## config.mk

```make
export PLATFORM = sky130hd
export DESIGN_NAME = sha256_sched
export DESIGN_NICKNAME = d
export VERILOG_FILES = /design/src/rtl/sha256_pkg.sv /design/src/rtl/sha256_job_fifo.sv /design/src/rtl/sha256_sched.sv
export SDC_FILE = /design/constraint.sdc
export NUM_CORES = 1
export LEC_CHECK = 0
export CAP_MARGIN = 20
export CORE_ASPECT_RATIO = 1.75
export CORE_MARGIN = 4
export CORE_UTILIZATION = 50
export CTS_BUF_LIST = sky130_fd_sc_hd__clkbuf_16
export DETAILED_ROUTE_END_ITERATION = 16
export GPL_ROUTABILITY_DRIVEN = 1
export MAX_ROUTING_LAYER = met4
export PLACE_DENSITY_LB_ADDON = 0.12
export SETUP_SLACK_MARGIN = 0.4
export SYNTH_ARGS = -nofsm -noshare
export SYNTH_HDL_FRONTEND = slang
export SYNTH_SLANG_ARGS = --single-unit
```

## constraint.sdc

```tcl
create_clock -name clk -period 19.7 [get_ports clk]
set_input_delay 3.94 -clock clk [delete_from_list [all_inputs] [get_ports clk]]
set_output_delay 3.94 -clock clk [all_outputs]
set_load 0.005 [all_outputs]
```

## src/rtl/sha256_pkg.sv

```systemverilog
// Shared SHA-256 types: job context record plus scheduler state and limits.
package sha256_pkg;

  typedef struct packed {
    logic [63:0] length;
    logic [31:0] msg_addr;
    logic [31:0] dig_addr;
    logic [7:0]  job_id;
  } ShaContext;

  typedef enum logic {SCHED_IDLE, SCHED_OFFER} SchedState;

  localparam int SCHED_MAX_CORES = 8;

endpackage

```

## src/rtl/sha256_job_fifo.sv

```systemverilog
// Synchronous job FIFO of ShaContext records. Push is ignored while full and
// pop is ignored while empty. head shows the oldest entry whenever the FIFO is
// non-empty. count_nxt is the occupancy that the next edge will produce.
module sha256_job_fifo
  import sha256_pkg::*;
#(
  parameter  int DEPTH = 4,
  localparam int AW    = $clog2(DEPTH)
) (
  input  logic          clk,
  input  logic          rst,
  input  logic          push,
  input  ShaContext     push_ctx,
  input  logic          pop,
  output ShaContext     head,
  output logic          full,
  output logic          empty,
  output logic [AW:0]   count_nxt
);

  ShaContext       mem_q [DEPTH];
  logic [AW-1:0]   wr_q, wr_d;
  logic [AW-1:0]   rd_q, rd_d;
  logic [AW:0]     cnt_q, cnt_d;
  logic            do_push, do_pop;

  assign full  = (cnt_q == (AW+1)'(DEPTH));
  assign empty = (cnt_q == '0);
  assign head  = mem_q[rd_q];
  assign count_nxt = cnt_d;

  // Gate the requests and advance the pointers; pointers wrap at DEPTH.
  always_comb begin
    do_push = push && !full;
    do_pop  = pop && !empty;
    wr_d    = wr_q + AW'(do_push);
    rd_d    = rd_q + AW'(do_pop);
    cnt_d   = cnt_q + (AW+1)'(do_push) - (AW+1)'(do_pop);
  end

  // Pointer and occupancy registers.
  always_ff @(posedge clk) begin
    if (rst) begin
      wr_q  <= '0;
      rd_q  <= '0;
      cnt_q <= '0;
    end else begin
      wr_q  <= wr_d;
      rd_q  <= rd_d;
      cnt_q <= cnt_d;
    end
  end

  // Storage array; contents need no reset since occupancy guards reads.
  always_ff @(posedge clk) begin
    if (do_push) begin
      mem_q[wr_q] <= push_ctx;
    end
  end

endmodule

```

## src/rtl/sha256_sched.sv

```systemverilog
// Round-robin job scheduler in front of a bank of sha256 cores.
// Jobs are buffered in sha256_job_fifo and offered to one ready core at a
// time over its ctx_vld/ctx_rdy handshake. An offer is never retracted.
// Optional macro SHA256_SCHED_STATS_EN adds accept/dispatch counters.
//
// state       | meaning
// ------------+-----------------------------------------------------------
// SCHED_IDLE  | waiting for a buffered job and at least one ready core
// SCHED_OFFER | core_ctx_vld[sel] held with a stable core_ctx until taken
module sha256_sched
  import sha256_pkg::*;
#(
  parameter  int NUM_CORES = 4,
  parameter  int JOB_DEPTH = 4,
  localparam int CORE_W    = (NUM_CORES > 1) ? $clog2(NUM_CORES) : 1,
  localparam int FAW       = $clog2(JOB_DEPTH)
) (
  input  logic                  clk,
  input  logic                  rst,
  input  logic                  job_vld,
  output logic                  job_rdy,
  input  ShaContext             job_ctx,
  output logic [NUM_CORES-1:0]  core_ctx_vld,
  input  logic [NUM_CORES-1:0]  core_ctx_rdy,
  output ShaContext             core_ctx,
  output logic                  disp_vld,
  output logic [CORE_W-1:0]     disp_core,
  output logic                  busy
`ifdef SHA256_SCHED_STATS_EN
  ,
  output logic [31:0]           stat_jobs_in,
  output logic [31:0]           stat_jobs_out
`endif
);

  SchedState          state_q, state_d;
  logic [CORE_W-1:0]  sel_q, sel_d;
  logic [CORE_W-1:0]  rr_ptr_q, rr_ptr_d;
  ShaContext          ctx_q, ctx_d;
  logic               disp_vld_q, disp_vld_d;
  logic [CORE_W-1:0]  disp_core_q, disp_core_d;
  logic               busy_q, busy_d;

  logic               fifo_push, fifo_pop;
  logic               fifo_full, fifo_empty;
  ShaContext          fifo_head;
  logic [FAW:0]       fifo_cnt_nxt;

  // First ready core at or after ptr, wrapping modulo NUM_CORES. The request
  // vector is rotated so that ptr lands at bit 0, then the lowest set bit wins.
  function automatic logic [CORE_W-1:0] rr_pick(
    input logic [NUM_CORES-1:0] rdy,
    input logic [CORE_W-1:0]    ptr
  );
    logic [2*NUM_CORES-1:0] dbl;
    logic [NUM_CORES-1:0]   rot;
    int                     off;
    int                     idx;
    dbl = {rdy, rdy};
    rot = NUM_CORES'(dbl >> ptr);
    off = 0;
    for (int k = NUM_CORES - 1; k >= 0; k--) begin
      if (rot[k]) off = k;
    end
    idx = int'(ptr) + off;
    if (idx >= NUM_CORES) idx = idx - NUM_CORES;
    return CORE_W'(idx);
  endfunction

  assign job_rdy   = !fifo_full;
  assign fifo_push = job_vld && job_rdy;

  sha256_job_fifo #(
    .DEPTH (JOB_DEPTH)
  ) u_fifo (
    .clk       (clk),
    .rst       (rst),
    .push      (fifo_push),
    .push_ctx  (job_ctx),
    .pop       (fifo_pop),
    .head      (fifo_head),
    .full      (fifo_full),
    .empty     (fifo_empty),
    .count_nxt (fifo_cnt_nxt)
  );

  // Select-and-offer sequencing, dispatch reporting and round-robin update.
  always_comb begin
    state_d     = state_q;
    sel_d       = sel_q;
    rr_ptr_d    = rr_ptr_q;
    ctx_d       = ctx_q;
    fifo_pop    = 1'b0;
    disp_vld_d  = 1'b0;
    disp_core_d = disp_core_q;
    case (state_q)
      SCHED_IDLE: begin
        if (!fifo_empty && (|core_ctx_rdy)) begin
          sel_d   = rr_pick(core_ctx_rdy, rr_ptr_q);
          ctx_d   = fifo_head;
          state_d = SCHED_OFFER;
        end
      end
      SCHED_OFFER: begin
        if (core_ctx_rdy[sel_q]) begin
          fifo_pop    = 1'b1;
          disp_vld_d  = 1'b1;
          disp_core_d = sel_q;
          rr_ptr_d    = (sel_q == CORE_W'(NUM_CORES - 1)) ? '0 : sel_q + CORE_W'(1);
          state_d     = SCHED_IDLE;
        end
      end
      default: state_d = SCHED_IDLE;
    endcase
    busy_d = (fifo_cnt_nxt != '0) || (state_d == SCHED_OFFER);
  end

  // Scheduler state registers.
  always_ff @(posedge clk) begin
    if (rst) begin
      state_q     <= SCHED_IDLE;
      sel_q       <= '0;
      rr_ptr_q    <= '0;
      ctx_q       <= '0;
      disp_vld_q  <= 1'b0;
      disp_core_q <= '0;
      busy_q      <= 1'b0;
    end else begin
      state_q     <= state_d;
      sel_q       <= sel_d;
      rr_ptr_q    <= rr_ptr_d;
      ctx_q       <= ctx_d;
      disp_vld_q  <= disp_vld_d;
      disp_core_q <= disp_core_d;
      busy_q      <= busy_d;
    end
  end

  assign core_ctx_vld = (state_q == SCHED_OFFER) ? (NUM_CORES'(1) << sel_q) : '0;
  assign core_ctx     = ctx_q;
  assign disp_vld     = disp_vld_q;
  assign disp_core    = disp_core_q;
  assign busy         = busy_q;

`ifdef SHA256_SCHED_STATS_EN
  logic [31:0] stat_in_q, stat_out_q;

  // Accept and dispatch counters, wrapping modulo 2^32.
  always_ff @(posedge clk) begin
    if (rst) begin
      stat_in_q  <= '0;
      stat_out_q <= '0;
    end else begin
      if (fifo_push) stat_in_q  <= stat_in_q + 32'd1;
      if (fifo_pop)  stat_out_q <= stat_out_q + 32'd1;
    end
  end

  assign stat_jobs_in  = stat_in_q;
  assign stat_jobs_out = stat_out_q;
`endif

endmodule
```

==> results.json <==
{
  "overflow": 0,
  "maxSlewViolCount": 0,
  "row_count": 108,
  "fin_cells": 2417,
  "finClkSkew_ns": 0.01687,
  "synth_area_leaders": "edfxtp_1, mux4_2, dfxtp_1",
  "cts.clk_slew.worst_paths_ns": 0.06,
  "drive_gt1_share_pct": 14.49,
  "crit_slowest_cell": "or3_4",
  "via_count": 13018,
  "crit_type": "primary input to register",
  "ys_seq_area_share_pct": 76.79,
  "cts_resized": 0,
  "critical_path_buf_inv_count": 2,
  "die_w_um": 177.8,
  "core_area_um2": 49730,
  "dp_hpwl_um": 30230,
  "synth-edff-count": 544,
  "synth.distinct_cells": 38,
  "io_pins": 288,
  "gp_congestion": 0.7777,
  "crit_end": "core_ctx[17]$_SDFFE_PP0P_",
  "clockBufferDepth": 3,
  "antenna_found_initial": 11,
  "critPathArrivalTime_ns": 6.92,
  "period_needed_ns": 6.415,
  "synth-seq-cells": 696,
  "grt_first_pass_wirelength_um": 81460,
  "cts_num_sinks": 696,
  "worst-path-max-fanout": 77,
  "ir_drop_v": 0.0001242,
  "powerDensity_nw_per_um2": 129.7,
  "drc": 0,
  "synth_top_cell_area_share_pct": 64.73,
  "netlist_area_um2": 25240,
  "nNetsFinal": 1850,
  "crit_family": "simple AND/OR/NAND/NOR gates",
  "syn2layout_area_growth_pct": 21.02,
  "whs_ns": 0.4508,
  "crit_path_start_kind": "primary input",
  "worstMarginPinSlew_ns": 1.047,
  "r2r-start": "u_fifo.rd_q[0]$_SDFF_PP0_",
  "fin_setup_tns_ns": 0,
  "status": "finished clean",
  "worstSetupStartpoint": "core_ctx_rdy[0]",
  "max_slew_margin_pct": 30.20,
  "dr.pass1.iters": 4,
  "final_util_pct": 61.41,
  "final.period_utilization_pct": 32.56,
  "timing.critical_path.to_type": "register",
  "rsz0062_at_grt": "false",
  "ys.flop_type": "edfxtp_1",
  "first_iter_violations": 713,
  "drv_cap": 0,
  "h-tree-depth": 2,
  "ff2ff_path_depth": 6,
  "synth_fp_nets": 1567,
  "r2r_end": "core_ctx[44]$_SDFFE_PP0P_",
  "path_depth": 6,
  "die_h_um": 305.2,
  "yosysTopAreaCell": "edfxtp_1",
  "hold_viol": 0,
  "cts_tree": "done",
  "cts_hold_buf": 0,
  "grt_max_degree": 141,
  "wl_um": 53780,
  "path_cells": "clkdlybuf4s50_1, nor4_4, or3_4, buf_4, nand2_1, a21oi_1",
  "first_global_vias": 13992,
  "start_util_pct": 50.75,
  "p_leak_nw": 9.810,
  "place_inst": 2296,
  "setup_violations": 0,
  "synth_area_per_cell_um2": 17.85,
  "hold_class": "register to register",
  "fmaxAchievable_mhz": 155.9,
  "async_reset_ff_share_pct": 0,
  "cp.required_ns": 20.20,
  "cts-root-buf": "clkbuf_16",
  "port_buffers": 287,
  "cts_setup_buffers": 0,
  "syn_inst": 1414,
  "yosysWarnings": 0,
  "worstSkewPairLatency_ns": 0.59,
  "numCtsBuffers": 59,
  "slowest_delay_ns": 0.81,
  "reg2reg_slack_ns": 15.73,
  "drt-vias-per-instance": 5.386,
  "num-fill-cells": 3823,
  "die-area_um2": 54270,
  "grt.total_usage_pct": 20.36,
  "antenna_left": 0,
  "wire_per_inst_um": 22.25
}
layout make-up:
cell class	instances	area (µm²)	share of cell area [%]
Antenna cell	11	27.53	0.09013
Clock buffer	61	1526	4.998
Clock inverter	49	321.6	1.053
Inverter	7	26.28	0.08604
Multi-Input combinational cell	629	5399	17.68
Sequential cell	696	19390	63.48
Tap cell	660	825.8	2.704
Timing Repair Buffer	304	3027	9.911
routing by layer:
metal / up-vias / share of wire (%) / GRT usage (%) / wire, µm
met5: - / 0 / - / 0
met4: 0 / 2.6 / 5.708 / 1389
met1: 6619 / 39 / 24.27 / 20910
li1: 5977 / - / - / -
met2: 339 / 52 / 35.33 / 28230
met3: 83 / 6.0 / 4.080 / 3243
logic make-up after synthesis:
kind of cell / Yosys count / share of synthesized area (%)
flip-flops: 696 / 76.79
AND/OR/NAND/NOR: 324 / 5.132
AO/OA/AOI/OAI: 152 / 3.153
multiplexers: 138 / 12.27
buffers and inverters: 89 / 1.958
adder cells (fa/ha/maj): 10 / 0.5256
XOR/XNOR: 5 / 0.1735
metrics by stage:
| stage | total power (W) | setup WS (ns) | area [µm²] |
|---|---|---|---|
| finish | 0.003961 | 13.28 | 30540 |
| global route | 0.004165 | 13.05 | 30540 |
| CTS | 0.004023 | 13.22 | 30510 |
| detailed placement | 0.002906 | 12.62 | 28660 |
| global placement | 0.002888 | 12.70 | 28660 |
| floorplan | 0.002490 | 4.821 | 25240 |
power by group:
group          internal (W)  switching (W)  leakage [nW]
clock              0.000611       0.000500         0.974
sequential          0.00183       0.000113          6.23
combinational      0.000433       0.000471          2.60
total               0.00288        0.00108          9.81
worst min-delay path, stage by stage (launching register included):
cell     delay [ns]
dfxtp_1        0.31
nand2_1        0.05
a21oi_1        0.05
worst min path at each step:
stage	start	cells after the start	slack, ns	endpoint
after CTS	core_ctx[77]$_SDFFE_PP0P_	2	0.45	core_ctx[77]$_SDFFE_PP0P_
after global placement	core_ctx[87]$_SDFFE_PP0P_	2	0.44	core_ctx[87]$_SDFFE_PP0P_
final	core_ctx[77]$_SDFFE_PP0P_	2	0.45	core_ctx[77]$_SDFFE_PP0P_
after global routing	core_ctx[14]$_SDFFE_PP0P_	2	0.48	core_ctx[14]$_SDFFE_PP0P_
after detailed placement	core_ctx[77]$_SDFFE_PP0P_	2	0.45	core_ctx[77]$_SDFFE_PP0P_
after floorplan	core_ctx[0]$_SDFFE_PP0P_	2	0.45	core_ctx[0]$_SDFFE_PP0P_
flip-flops by register name, indices dropped and copies added (netlist names):
| register | count |
|---|---|
| u_fifo.rd_q | 2 |
| rr_ptr_q | 2 |
| u_fifo.mem_q | 544 |
| core_ctx | 136 |
| u_fifo.cnt_q | 3 |
| disp_vld | 1 |
| state_q | 1 |
| u_fifo.wr_q | 2 |
| disp_core | 2 |
| busy | 1 |
| sel_q | 2 |
synth_stat cells (all sizes together) (5+ instances only):
cell	count
a21oi	141
mux4	137
nor2b	5
xnor2	5
ha	9
nand2	282
and2	5
dfxtp	152
inv	7
clkbuf	31
nor2	18
buf	51
edfxtp	544
cells in the final DEF, fill, tap and decap left out, types with 3 or more instances in the layout:
| master | instances |
|---|---|
| clkdlybuf4s50_1 | 286 |
| nor2_1 | 16 |
| dfxtp_1 | 150 |
| a21oi_1 | 141 |
| diode_2 | 11 |
| and2_1 | 4 |
| edfxtp_1 | 544 |
| bufinv_16 | 4 |
| clkinv_2 | 18 |
| clkinv_1 | 10 |
| ha_1 | 9 |
| xnor2_1 | 5 |
| nor2b_1 | 5 |
| buf_4 | 15 |
| nand3_1 | 3 |
| inv_1 | 21 |
| nand2_1 | 281 |
| clkbuf_16 | 61 |
| mux4_2 | 137 |
No activity file was read; power rests on OpenSTA's default activity.
